--- config.mk ---
export PLATFORM = sky130hd
export DESIGN_NAME = cpu_controller
export DESIGN_NICKNAME = d
export VERILOG_FILES = /design/src/rtl/cpu_pkg.sv /design/src/rtl/cpu_controller_program_counter.sv /design/src/rtl/cpu_controller.sv
export SDC_FILE = /design/constraint.sdc
export NUM_CORES = 1
export LEC_CHECK = 0
export BUFFER_PORTS_ARGS = -buffer_cell sky130_fd_sc_hd__buf_2
export CAP_MARGIN = 40
export CORE_MARGIN = 2
export CORE_UTILIZATION = 46
export CTS_BUF_LIST = sky130_fd_sc_hd__clkbuf_8 sky130_fd_sc_hd__clkbuf_16
export CTS_CLUSTER_DIAMETER = 200
export CTS_CLUSTER_SIZE = 8
export DETAILED_ROUTE_END_ITERATION = 8
export GPL_ROUTABILITY_DRIVEN = 0
export PLACE_DENSITY = 0.79
export SLEW_MARGIN = 20
export SYNTH_ARGS = -nofsm -noshare
export SYNTH_HDL_FRONTEND = slang
export SYNTH_SLANG_ARGS = --single-unit
--- constraint.sdc ---
create_clock -name Clk -period 1.88 [get_ports Clk]
set_input_delay 0.376 -clock Clk [delete_from_list [all_inputs] [get_ports Clk]]
set_output_delay 0.376 -clock Clk [all_outputs]
set_load 0.01 [all_outputs]
--- src/rtl/cpu_pkg.sv ---
// Shared types and constants for the multicycle controller: opcodes, FSM states, ALU selects.
package cpu_pkg;
  localparam int PC_W    = 7;
  localparam int DADDR_W = 8;
  localparam int RFA_W   = 4;

  typedef enum logic [3:0] {
    OP_NOOP  = 4'b0000,
    OP_STORE = 4'b0001,
    OP_LOAD  = 4'b0010,
    OP_ADD   = 4'b0011,
    OP_SUB   = 4'b0100,
    OP_HALT  = 4'b0101
  } opcode_t;

  typedef enum logic [3:0] {
    S_INIT, S_FETCH, S_DECODE, S_NOOP, S_STORE,
    S_LOAD_A, S_LOAD_B, S_ADD, S_SUB, S_HALT
  } state_t;

  localparam logic [2:0] ALU_PASS = 3'b000;
  localparam logic [2:0] ALU_ADD  = 3'b001;
  localparam logic [2:0] ALU_SUB  = 3'b010;
endpackage

--- src/rtl/cpu_controller_program_counter.sv ---
// Program counter: async active-low clear, increments on up and wraps at 2^W.
module program_counter #(
  parameter int W = 7
) (
  input  logic         clk,
  input  logic         rst_n,
  input  logic         up,
  output logic [W-1:0] count
);
  always_ff @(posedge clk or negedge rst_n) begin
    if (!rst_n)  count <= '0;
    else if (up) count <= count + W'(1);
  end
endmodule

--- src/rtl/cpu_controller.sv ---
// Multicycle FSM controller: owns PC and IR, sequences fetch/decode/execute and drives datapath controls.
module cpu_controller
  import cpu_pkg::*;
#(
  parameter int PC_W    = cpu_pkg::PC_W,
  parameter int DADDR_W = cpu_pkg::DADDR_W,
  parameter int RFA_W   = cpu_pkg::RFA_W
) (
  input  logic               Clk,
  input  logic               ResetN,
  input  logic               Run,
  input  logic [15:0]        InstrData,
  output logic [PC_W-1:0]    PC,
  output logic [15:0]        IR,
  output logic [DADDR_W-1:0] D_Addr,
  output logic               D_Wr,
  output logic               RF_s,
  output logic               RF_W_en,
  output logic [RFA_W-1:0]   RF_W_addr,
  output logic [RFA_W-1:0]   RF_Ra_addr,
  output logic [RFA_W-1:0]   RF_Rb_addr,
  output logic [2:0]         ALU_s,
  output logic               Halted
);
  state_t state, state_nx;
  logic   fetch;

  assign fetch = (state == S_FETCH) && Run;

  program_counter #(.W(PC_W)) u_pc (
    .clk   (Clk),
    .rst_n (ResetN),
    .up    (fetch),
    .count (PC)
  );

  always_ff @(posedge Clk or negedge ResetN) begin
    if (!ResetN) begin
      state <= S_INIT;
      IR    <= '0;
    end else begin
      state <= state_nx;
      if (fetch) IR <= InstrData;
    end
  end

  // Outputs depend only on state and IR, so enables cannot glitch on input changes.
  always_comb begin
    state_nx   = state;
    D_Addr     = '0;
    D_Wr       = 1'b0;
    RF_s       = 1'b0;
    RF_W_en    = 1'b0;
    RF_W_addr  = '0;
    RF_Ra_addr = '0;
    RF_Rb_addr = '0;
    ALU_s      = ALU_PASS;
    Halted     = 1'b0;
    case (state)
      S_INIT:  state_nx = S_FETCH;
      S_FETCH: if (Run) state_nx = S_DECODE;
      S_DECODE: begin
        case (opcode_t'(IR[15:12]))
          OP_STORE: state_nx = S_STORE;
          OP_LOAD:  state_nx = S_LOAD_A;
          OP_ADD:   state_nx = S_ADD;
          OP_SUB:   state_nx = S_SUB;
          OP_HALT:  state_nx = S_HALT;
          default:  state_nx = S_NOOP;
        endcase
      end
      S_NOOP: state_nx = S_FETCH;
      S_STORE: begin
        D_Addr     = DADDR_W'(IR[11:4]);
        RF_Ra_addr = RFA_W'(IR[3:0]);
        D_Wr       = 1'b1;
        state_nx   = S_FETCH;
      end
      S_LOAD_A: begin
        D_Addr   = DADDR_W'(IR[11:4]);
        state_nx = S_LOAD_B;
      end
      S_LOAD_B: begin
        D_Addr    = DADDR_W'(IR[11:4]);
        RF_s      = 1'b1;
        RF_W_addr = RFA_W'(IR[3:0]);
        RF_W_en   = 1'b1;
        state_nx  = S_FETCH;
      end
      S_ADD, S_SUB: begin
        RF_Ra_addr = RFA_W'(IR[11:8]);
        RF_Rb_addr = RFA_W'(IR[7:4]);
        ALU_s      = (state == S_ADD) ? ALU_ADD : ALU_SUB;
        RF_W_addr  = RFA_W'(IR[3:0]);
        RF_W_en    = 1'b1;
        state_nx   = S_FETCH;
      end
      S_HALT: Halted = 1'b1;
      default: state_nx = S_INIT;
    endcase
  end
endmodule

== Word level (Yosys, flattened, before mapping) ==
Index checks and enable logic that the tools add are counted.
Word-level totals
  output and inout bits: 50
  register bits after elaboration: 27
  input bits: 19
Cells by class
  multiplexer cells: 13
  equality and inequality tests: 15
  add/subtract/negate cells: 1
  reductions and logical operators: 7
  bitwise operators: 1
Operator list (number)
  4-bit case mux with 5 select lines: 2
  4-bit by 3-bit equality test with 1-bit output (second input constant): 6
  4-bit by 2-bit equality test with 1-bit output (second input constant): 4
  4-bit 2-to-1 mux: 3
  4-bit by 1-bit equality test with 1-bit output (second input constant): 2
  4-bit equality test (second input constant): 2
  8-bit 2-to-1 mux: 1
  4-bit case mux with 2 select lines: 1
  7-bit by 1-bit adder with 7-bit output (second input constant): 1
  3-bit OR reduction: 2
  6-bit OR reduction: 1
  4-bit logical NOT: 1
  1-bit 2-to-1 mux: 4
  2-bit 2-to-1 mux: 2
  2-bit inequality test (second input constant): 1
  2-bit AND reduction: 1
  2-bit OR reduction: 1
  1-bit logical AND: 1
  1-bit NOT: 1

== Logic depth before layout (Yosys ltp) ==
Gate-level depths: netlist of run 1.
  word-level depth: 3
  gate-level depth with buffers: 5
  mapped depth without buffers: 4

== By module ==
A second synthesis of run 1 with hierarchy kept.
Second synthesis, totals
  cell total of the unflattened synthesis: 119
  area total of the unflattened synthesis: 1401.3 um^2
Modules (own cells, without submodules)
  cpu_controller: cells each 97, area each 1118.6 um^2, times used 1, seq. area each 500.5 um^2
  program_counter: cells each 22, area each 282.8 um^2, times used 1, seq. area each 175.2 um^2

== Worst setup path before layout of run 1 ==
No wires, ideal clock.
  path kind: register -> output
  start: register state[3]
  end: output RF_Ra_addr[0]
  data arrival time: 1438 ps
  cell stages (with the launch flop): 5
  setup slack: 66 ps
  data required time: 1504 ps
  path buffers: 1
  path through: dfrtp_1 > buf_2 > nand2b_1 > nor3_1 > a22o_1
On the way
  word-level cells in the longest chain between the ends: 3
  elaborated cells between the ends (all ways): 5
  classes of those cells: 3 x eq/ne; 1 x mux; 1 x reduce/logical
RTL lines
  start: declaration: line cpu_controller.sv:25  | state_t state, state_nx;
  start signal: assignment: line cpu_controller.sv:42  | state <= state_nx;
  4-bit by 3-bit equality test with 1-bit output / 4-bit equality test (equally long branches): line cpu_controller.sv:59  | case (state)
  2-bit OR reduction: line cpu_controller.sv:59
  4-bit case mux with 2 select lines *: line cpu_controller.sv:59
  end: declaration: line cpu_controller.sv:20  | output logic [RFA_W-1:0] RF_Ra_addr,
Mark *: on every way between the ends. The rest lies on a longest branch, timed or not.

== Worst setup path after layout of run 1 ==
  start: register state[1]
  end: output RF_W_addr[2]
On the way
  word-level cells in the longest chain between the ends: 3
  elaborated cells between the ends (all ways): 5
  classes of those cells: 3 x eq/ne; 1 x mux; 1 x reduce/logical
RTL lines
  4-bit by 3-bit equality test with 1-bit output / 4-bit equality test (equally long branches): line cpu_controller.sv:59
  3-bit OR reduction (no source line) *
  4-bit 2-to-1 mux *: line cpu_controller.sv:59
  end: declaration: line cpu_controller.sv:19  | output logic [RFA_W-1:0] RF_W_addr,
Marks and branches as above.

==> metrics.csv, run 1 <==
metric;value;unit
status;complete, but fails checks;
failing checks;setup timing;
# IOs;69;
HP Class;in2async;
CP endpoint kind;output port;
clock latency on the worst-skew pair;270;ps
row cnt;20;
setup slack after layout;-161;ps
period utilization;1.09;
Fin. Hold Viols;0;
drt pass-1 iters;4;
max incr delay on CP;570;ps
Yosys reg bits;27;
clk root buf;clkbuf_8;
largest net degree at the start of global routing;28;
Design Area, Final;1930;um2
post-synthesis cell type count;36;
vias per inst;5.11;
post-route ant nets;0;
Finished Layout Cells;241;
Remaining DRCs;0;
Overall Power;2870;uW
critical path required time;1500;ps
Avg Inst Size Synth;11.6;um2
Die Wd;60.2;um
Area Overhead vs Synth;32.4;%
Worst path slowest cell;or4b_4;
Pleak;0.00102;uW
DR vias;1231;
die area;3630;um2
Final Net Count;218;
number of synthesized flops with an enable pin;0;
clock skew;2.87;ps
critical-path cell list;or4b_4 -> nand2_1 -> and2_1 -> buf_2;
P per Cell Area;1490;nW/um2
top cells by area, synth;dfrtp_1 (46%), mux2_4 (9.3%), and2_1 (7.3%);
final core utilization;0.636;
Synth Cell Area;1450;um2
Die H;60.2;um
share of layout cells above drive strength 1;0.533;
Final min period;2040;ps
Crit Path Max Fanout;5;
Setup-failing EPs final;13;
crit path DAT;1670;ps
Top Family by Delay on Critical Path;simple AND/OR/NAND/NOR gates;
Clock Path Buffers;2;
core area;3030;um2
WP buf/inv;1;
Rel. slew slack;0.599;
Inst Count DP;235;
largest area contributor in the netlist;dfrtp_1;
RSZ-0062 raised after global routing;yes;
async set-reset flop share out of synthesis;1.00;
Max H-tree Level;1;
hold_ws;103;ps
drt first-iter violations;44;
initial antenna violation count;0;
Final Max Slew Viols;0;
cts bufs inserted;3;
GRT Overall Usage;0.204;
global-route wire length before repair;5460;um
Worst VDD drop;0.910;mV
global route overflow;0;
Worst Setup Path Type;reg2out;
CTS tree;built;
worst-margin pin slew;602;ps
YS warnings;0;
Port Buffer Count;67;
Clock transition at path regs;90;ps
max cap viols;0;
number of diodes;0;
top-area cell type share of the netlist area;0.465;
vias in the first global route;1198;
clk sinks;27;
ys flop type;dfrtp_1;
final WL;3380;um
starting density of the core;0.480;
# hold bufs at CTS;0;
Synth Net Count;145;
Cell Area, Placed;1840;um2
DR WL/cell;14.0;um
nature of the critical path startpoint;flip-flop;
Synth Instances;125;
Final HPWL DP;2530;um
Max Freq;0.490;GHz
share of synthesized area occupied by flip-flops and latches;0.465;
==> stage by stage <==
stage | setup TNS [ps] | setup slack, ps
final | -1800 | -161
after global routing | -3210 | -243
after CTS | -2000 | -174
after detailed placement | 0 | 53.3
after global placement | 0 | 87.4
after floorplan | 0 | 66.0
==> registers in the layout, indices dropped and copies added (netlist names) <==
name	cells
IR	16
state	4
u_pc.count	7
==> cell usage after synthesis, drive strengths merged, types with 3 or more instances <==
| library cell | n |
|---|---|
| dfrtp | 27 |
| mux2 | 18 |
| and2 | 17 |
| xnor2 | 7 |
| nor2 | 6 |
| buf | 5 |
| nand2 | 5 |
| a21oi | 4 |
| a22o | 4 |
| nand3 | 3 |
| nand4 | 3 |
==> cell families (layout without fill, tap and decap cells) <==
| kind of cell | Yosys count | count (layout) | synth area share |
|---|---|---|---|
| simple gates | 49 | 49 | 0.213 |
| flops | 27 | 27 | 0.465 |
| mux | 18 | 18 | 0.163 |
| compound gates | 13 | 13 | 0.0637 |
| xor+xnor | 8 | 8 | 0.0482 |
| buf+inv | 8 | 80 | 0.0370 |
| fa+ha+maj | 1 | 1 | 0.00860 |
| other cells | 1 | 1 | 0.00258 |
==> repair_timing <==
item / in CTS / in global routing
resized for setup: 5 / 0
pin swaps: 6 / 3
buffers inserted: 0 / 2
setup endpoints to repair: 21 / 23
==> cell type report <==
cell class / instances / area, um2
fillers: 243 / 1100
clock buffers: 3 / 41.3
repair buffers: 75 / 395
multi-input cells: 90 / 749
flip-flops and latches: 27 / 676
inverters: 1 / 3.75
clock inverters: 1 / 5.00
well taps: 44 / 55.1
==> report_power, final <==
group          total, uW  switching, uW  internal (uW)
clock                327            178            148
sequential          1140            291            848
combinational       1410            660            750
==> path summary, 6_finish.rpt <==
path / startpoint / end / slack (ps) / depth (start not counted)
max: state[1] / RF_W_addr[2] / -160 / 4
min in group Clk: InstrData[1] / IR[1] / 330 / 2
max in group asynchronous: ResetN / IR[10] / 1390 / 1
max reg2reg: state[0] / IR[12] / 260 / 5
min reg2reg: u_pc.count[6] / u_pc.count[6] / 470 / 1
min: ResetN / u_pc.count[4] / 100 / 1
==> metal layers <==
metal,GRT usage,up-vias,wire [um]
met5,0,-,0
met1,0.262,591,1410
met3,0.0433,6,253
li1,-,575,-
met2,0.323,59,1640
met4,0.102,0,70
==> cells in the final DEF (no fill, tap or decap) <==
master	instances
a221oi_1	1
a22o_1	4
mux2_4	9
xor2_1	1
or3b_2	1
o21ai_4	1
buf_2	67
dfrtp_1	27
buf_4	8
a21oi_1	3
clkbuf_8	3
ha_1	1
nor3b_1	1
nand4_1	3
and4_1	2
nand2_1	4
or2_2	1
nand2_4	1
nand3b_1	2
or4b_4	1
inv_1	1
o22ai_1	1
nor2b_1	2
a21oi_4	1
nor2_1	6
clkinv_2	1
and2_1	17
nor3_1	1
nand3_1	3
o211ai_1	1
nor3b_4	1
mux2_2	9
nand2b_2	1
conb_1	1
and3_1	2
xnor2_1	7
a31oi_1	1
Note: power is estimated with default switching activity, not from simulation.
==> run 2: changes to the inputs <==
--- a/config.mk
+++ b/config.mk
@@ -5,8 +5,8 @@
 export SDC_FILE = /design/constraint.sdc
 export NUM_CORES = 1
 export LEC_CHECK = 0
-export BUFFER_PORTS_ARGS = -buffer_cell sky130_fd_sc_hd__buf_2
-export CAP_MARGIN = 40
+export BUFFER_PORTS_ARGS = -buffer_cell sky130_fd_sc_hd__clkbuf_2
+export CAP_MARGIN = 30
 export CORE_MARGIN = 2
 export CORE_UTILIZATION = 46
 export CTS_BUF_LIST = sky130_fd_sc_hd__clkbuf_8 sky130_fd_sc_hd__clkbuf_16
==> metrics.csv, run 2 (synthesis gave the netlist of run 1 again) <==
metric;value;unit;change
status;complete, but fails checks;;unchanged
failing checks;setup timing;;unchanged
HP Class;in2async;;unchanged
RSZ-0062 raised after global routing;yes;;unchanged
Reg with most FFs;IR;;unchanged
final core utilization;0.646;;was 0.636
DR WL/cell;14.3;um;was 14.0 um
area occupied by multi-input gates;758;um2;was 749 um2
vias per inst;5.12;;was 5.11
# IOs;69;;unchanged
Die Wd;60.2;um;unchanged
Die H;60.2;um;unchanged
Final HPWL DP;2580;um;was 2530 um
Routed met1 length;1500;um;was 1410 um
max reg flops;16;;unchanged
die area;3630;um2;unchanged
GRT Overall Usage;0.207;;was 0.204
Setup WS pre-CTS;31.0;ps;was 53.3 ps
Max Freq;0.481;GHz;was 0.490 GHz
commonest non-fill, non-tap cell in the layout;clkbuf_2;;was buf_2
clock skew;7.30;ps;was 2.87 ps
starting density of the core;0.480;;unchanged
highest metal used;met4;;unchanged
critical-path cell list;or4b_4 -> o21ai_4 -> a22o_1 -> buf_2;;was or4b_4 -> nand2_1 -> and2_1 -> buf_2
Clock transition at path regs;100;ps;was 90 ps
global route overflow;0;;unchanged
clk root buf;clkbuf_8;;unchanged
P per Cell Area;1480;nW/um2;was 1490 nW/um2
share of layout cells above drive strength 1;0.543;;was 0.533
Clock Path Buffers;2;;unchanged
largest net degree at the start of global routing;28;;unchanged
Worst Setup Path Type;reg2out;;unchanged
setup slack after layout;-198;ps;was -161 ps
CP endpoint kind;output port;;unchanged
CTS tree;built;;unchanged
cts bufs inserted;3;;unchanged
most frequent cells in the layout;clkbuf_2 (59), dfrtp_1 (27), and2_1 (17);;was buf_2 (67), dfrtp_1 (27), and2_1 (17)
DR vias;1245;;was 1231
final WL;3480;um;was 3380 um
Remaining DRCs;0;;unchanged
# hold bufs at CTS;0;;unchanged
row cnt;20;;unchanged
initial antenna violation count;0;;unchanged
core area;3030;um2;unchanged
max cap viols;0;;unchanged
Port Buffer Count;67;;unchanged
worst-margin pin slew;696;ps;was 602 ps
Crit Path Max Fanout;8;;was 5
Rel. slew slack;0.536;;was 0.599
global-route wire length before repair;5580;um;was 5460 um
clock latency on the worst-skew pair;270;ps;about the same
Area Overhead vs Synth;34.5;%;was 32.4%
vias in the first global route;1228;;was 1198
Pleak;0.00102;uW;about the same
Worst path slowest cell;or4b_4;;unchanged
critical path required time;1500;ps;about the same
Max H-tree Level;1;;unchanged
Final Max Slew Viols;0;;unchanged
Worst VDD drop;0.734;mV;was 0.910 mV
metal2 WL;1690;um;was 1640 um
clk sinks;27;;unchanged
number of diodes;0;;unchanged
WP buf/inv;1;;unchanged
crit path DAT;1700;ps;was 1670 ps
drt first-iter violations;38;;was 44
max incr delay on CP;580;ps;was 570 ps
post-route ant nets;0;;unchanged
FF/Latch Area;676;um2;unchanged
Setup-failing EPs final;22;;was 13
FILL cells;243;;unchanged
Fin. Hold Viols;0;;unchanged
biggest regs;IR: 16 flops, u_pc.count: 7 flops, state: 4 flops;;unchanged
met3 wire len;259;um;was 253 um
Top Family by Delay on Critical Path;simple AND/OR/NAND/NOR gates;;unchanged
Final Net Count;220;;was 218
period utilization;1.11;;was 1.09
nature of the critical path startpoint;flip-flop;;unchanged
drt pass-1 iters;4;;unchanged
Final min period;2080;ps;was 2040 ps
run 2: changes by cell type in the layout (fill, tap and decap cells not counted):
cell	previous run	this run
nand2_1	4	3
buf_6	0	2
nand2_4	1	0
nor3_1	1	0
a21oi_4	1	0
a21oi_2	0	1
buf_2	67	8
clkbuf_2	0	59
nand2_2	0	1
clkinv_2	1	0
nand2_8	0	1
inv_1	1	2
nor3_2	0	1
run 2: report_power, final:
part	switching (uW)	internal, uW	total [uW]
clock network	183	146	330
registers	300	847	1150
logic	668	753	1420
total	1150	1750	2900
run 2: per-layer routing:
layer / global-route usage / vias to the layer above
li1: - / 586
met1: 0.283 / 600
met2: 0.331 / 57
met3: 0.0325 / 2
met4: 0.0762 / 0
met5: 0 / -
run 2: repair_timing:
action                     4_1_cts  5_1_grt
setup endpoints to repair       22       22
gates resized for setup          2       15
pin swaps                        5        5
setup buffers                    2        2
run 2: cell type report:
class / instances / area share
flip-flops and latches: 27 / 0.345
clock inverters: 1 / 0.00192
clock buffers: 3 / 0.0211
repair buffers: 77 / 0.214
well taps: 44 / 0.0282
inverters: 1 / 0.00192
multi-input cells: 90 / 0.388
run 2: path summary, 6_finish.rpt:
kind                       slack [ps]  cells past startpoint             to          start
setup reg to reg                  110                      7          IR[0]       state[2]
hold / removal                    130                      1         IR[15]         ResetN
max in group asynchronous        1300                      1  u_pc.count[0]         ResetN
hold reg to reg                   480                      1  u_pc.count[6]  u_pc.count[6]
setup / recovery                 -200                      4  RF_Ra_addr[2]       state[1]
min in group Clk                  330                      2         IR[14]  InstrData[14]
run 2: through the flow:
step                TNS (ps)  hold WS [ps]  area, um2  power, uW  cells
floorplan                  0          80.4       1450       2010    125
detailed placement         0           455       1850       2510    236
global placement           0           442       1850       2440    236
CTS                    -2510           154       1920       2880    242
finish                 -1970           128       1960       2900    243
global route           -3540           180       1960       3100    243
==> run 3: changes to the inputs <==
--- a/config.mk
+++ b/config.mk
@@ -8,13 +8,12 @@
 export BUFFER_PORTS_ARGS = -buffer_cell sky130_fd_sc_hd__clkbuf_2
 export CAP_MARGIN = 30
 export CORE_MARGIN = 2
-export CORE_UTILIZATION = 46
+export CORE_UTILIZATION = 35
 export CTS_BUF_LIST = sky130_fd_sc_hd__clkbuf_8 sky130_fd_sc_hd__clkbuf_16
 export CTS_CLUSTER_DIAMETER = 200
 export CTS_CLUSTER_SIZE = 8
 export DETAILED_ROUTE_END_ITERATION = 8
 export GPL_ROUTABILITY_DRIVEN = 0
-export PLACE_DENSITY = 0.79
 export SLEW_MARGIN = 20
 export SYNTH_ARGS = -nofsm -noshare
 export SYNTH_HDL_FRONTEND = slang
==> metrics.csv, run 3 (synthesis gave the netlist of run 1 again) <==
metric;value;unit;change
max cap viols;0;;unchanged
Clock Path Buffers;2;;unchanged
Area Overhead vs Synth;33.5;%;was 34.5%
starting density of the core;0.363;;was 0.480
Worst path slowest cell;or4b_4;;unchanged
period utilization;1.10;;was 1.11
largest net degree at the start of global routing;28;;unchanged
max incr delay on CP;580;ps;about the same
setup slack after layout;-189;ps;was -198 ps
biggest regs;IR: 16 flops, u_pc.count: 7 flops, state: 4 flops;;unchanged
Setup-failing EPs final;21;;was 22
RSZ-0062 raised after global routing;yes;;unchanged
global route overflow;0;;unchanged
final WL;3450;um;was 3480 um
vias per inst;4.84;;was 5.12
GRT Overall Usage;0.161;;was 0.207
CP endpoint kind;output port;;unchanged
Cell Area, Placed;1860;um2;was 1850 um2
critical-path cell list;or4b_4 -> o21ai_4 -> a22o_1 -> buf_2;;unchanged
DR vias;1204;;was 1245
Final HPWL DP;2530;um;was 2580 um
status;complete, but fails checks;;unchanged
worst-margin pin slew;698;ps;was 696 ps
cts bufs inserted;3;;unchanged
r2r setup slk;280;ps;was 110 ps
Fin Setup TNS;-2160;ps;was -1970 ps
Crit Path Max Fanout;8;;unchanged
clk root buf;clkbuf_8;;unchanged
Reg with most FFs;IR;;unchanged
drt pass-1 iters;4;;unchanged
Max H-tree Level;1;;unchanged
Remaining DRCs;0;;unchanged
Port Buffer Count;67;;unchanged
post-route ant nets;0;;unchanged
Worst VDD drop;0.563;mV;was 0.734 mV
failing checks;setup timing;;unchanged
initial antenna violation count;0;;unchanged
WP buf/inv;1;;unchanged
die area;4690;um2;was 3630 um2
Final min period;2070;ps;was 2080 ps
Inst Count DP;243;;was 236
FILL cells;375;;was 243
# hold bufs at CTS;0;;unchanged
clock latency on the worst-skew pair;270;ps;about the same
Final Max Slew Viols;0;;unchanged
clk sinks;27;;unchanged
most frequent cells in the layout;clkbuf_2 (61), dfrtp_1 (27), and2_1 (17);;was clkbuf_2 (59), dfrtp_1 (27), and2_1 (17)
core area;4000;um2;was 3030 um2
Finished Layout Cells;249;;was 243
Rel. slew slack;0.534;;was 0.536
global-route wire length before repair;5580;um;unchanged
commonest non-fill, non-tap cell in the layout;clkbuf_2;;unchanged
crit path DAT;1690;ps;was 1700 ps
number of diodes;0;;unchanged
share of layout cells above drive strength 1;0.533;;was 0.543
drt first-iter violations;23;;was 38
Fin. Hold Viols;0;;unchanged
Design Area, Final;1940;um2;was 1960 um2
max reg flops;16;;unchanged
P per Cell Area;1490;nW/um2;was 1480 nW/um2
row cnt;23;;was 20
Die H;68.5;um;was 60.2 um
Clock transition at path regs;100;ps;about the same
CTS tree;built;;unchanged
Die Wd;68.5;um;was 60.2 um
Top Family by Delay on Critical Path;simple AND/OR/NAND/NOR gates;;unchanged
# IOs;69;;unchanged
Pleak;0.00102;uW;about the same
Max Freq;0.483;GHz;was 0.481 GHz
DR WL/cell;13.8;um;was 14.3 um
nature of the critical path startpoint;flip-flop;;unchanged
vias in the first global route;1122;;was 1228
critical path required time;1500;ps;about the same
Worst Setup Path Type;reg2out;;unchanged
clock skew;6.66;ps;was 7.30 ps
HP Class;in2async;;unchanged
final core utilization;0.485;;was 0.646
Final Net Count;220;;unchanged
==> run 3: through the flow <==
stage	power (uW)	hold WS (ps)	setup slack (ps)
floorplan	2010	80.4	66.0
global placement	2500	446	88.4
detailed placement	2520	462	50.2
CTS	2890	151	-192
global route	3120	187	-255
finish	2890	133	-189
==> run 3: layout make-up <==
class / instances / area, um2 / area share
multi-input combinational: 90 / 738 / 0.380
sequential: 27 / 676 / 0.348
timing repair buffer: 77 / 414 / 0.213
tap: 50 / 62.6 / 0.0322
clock buffer: 3 / 41.3 / 0.0213
clock inverter: 1 / 5.00 / 0.00258
inverter: 1 / 3.75 / 0.00193
==> run 3: worst paths after layout <==
path                               startpoint       endpoint  cells past startpoint
worst min register to register  u_pc.count[6]  u_pc.count[6]                      1
worst min-delay path                   ResetN  u_pc.count[4]                      1
max in group asynchronous              ResetN          IR[7]                      1
min in group Clk                 InstrData[0]          IR[0]                      2
worst max-delay path                 state[2]  RF_Ra_addr[0]                      4
worst max register to register       state[0]          IR[7]                      5
==> run 3: what timing repair did <==
item,4_1_cts,5_1_grt
gates resized for setup,3,7
setup endpoints to repair,14,24
buffers inserted,1,2
pin swaps,5,7
==> run 3: metal layers <==
| metal | GRT usage | routed length [um] |
|---|---|---|
| met1 | 0.217 | 1590 |
| met2 | 0.254 | 1560 |
| met3 | 0.0329 | 274 |
| met4 | 0.0600 | 25 |
| met5 | 0 | 0 |
==> run 3: power by group <==
group | switching [uW] | total (uW) | internal (uW)
Sequential | 304 | 1150 | 847
Clock | 185 | 334 | 149
Combinational | 639 | 1410 | 770
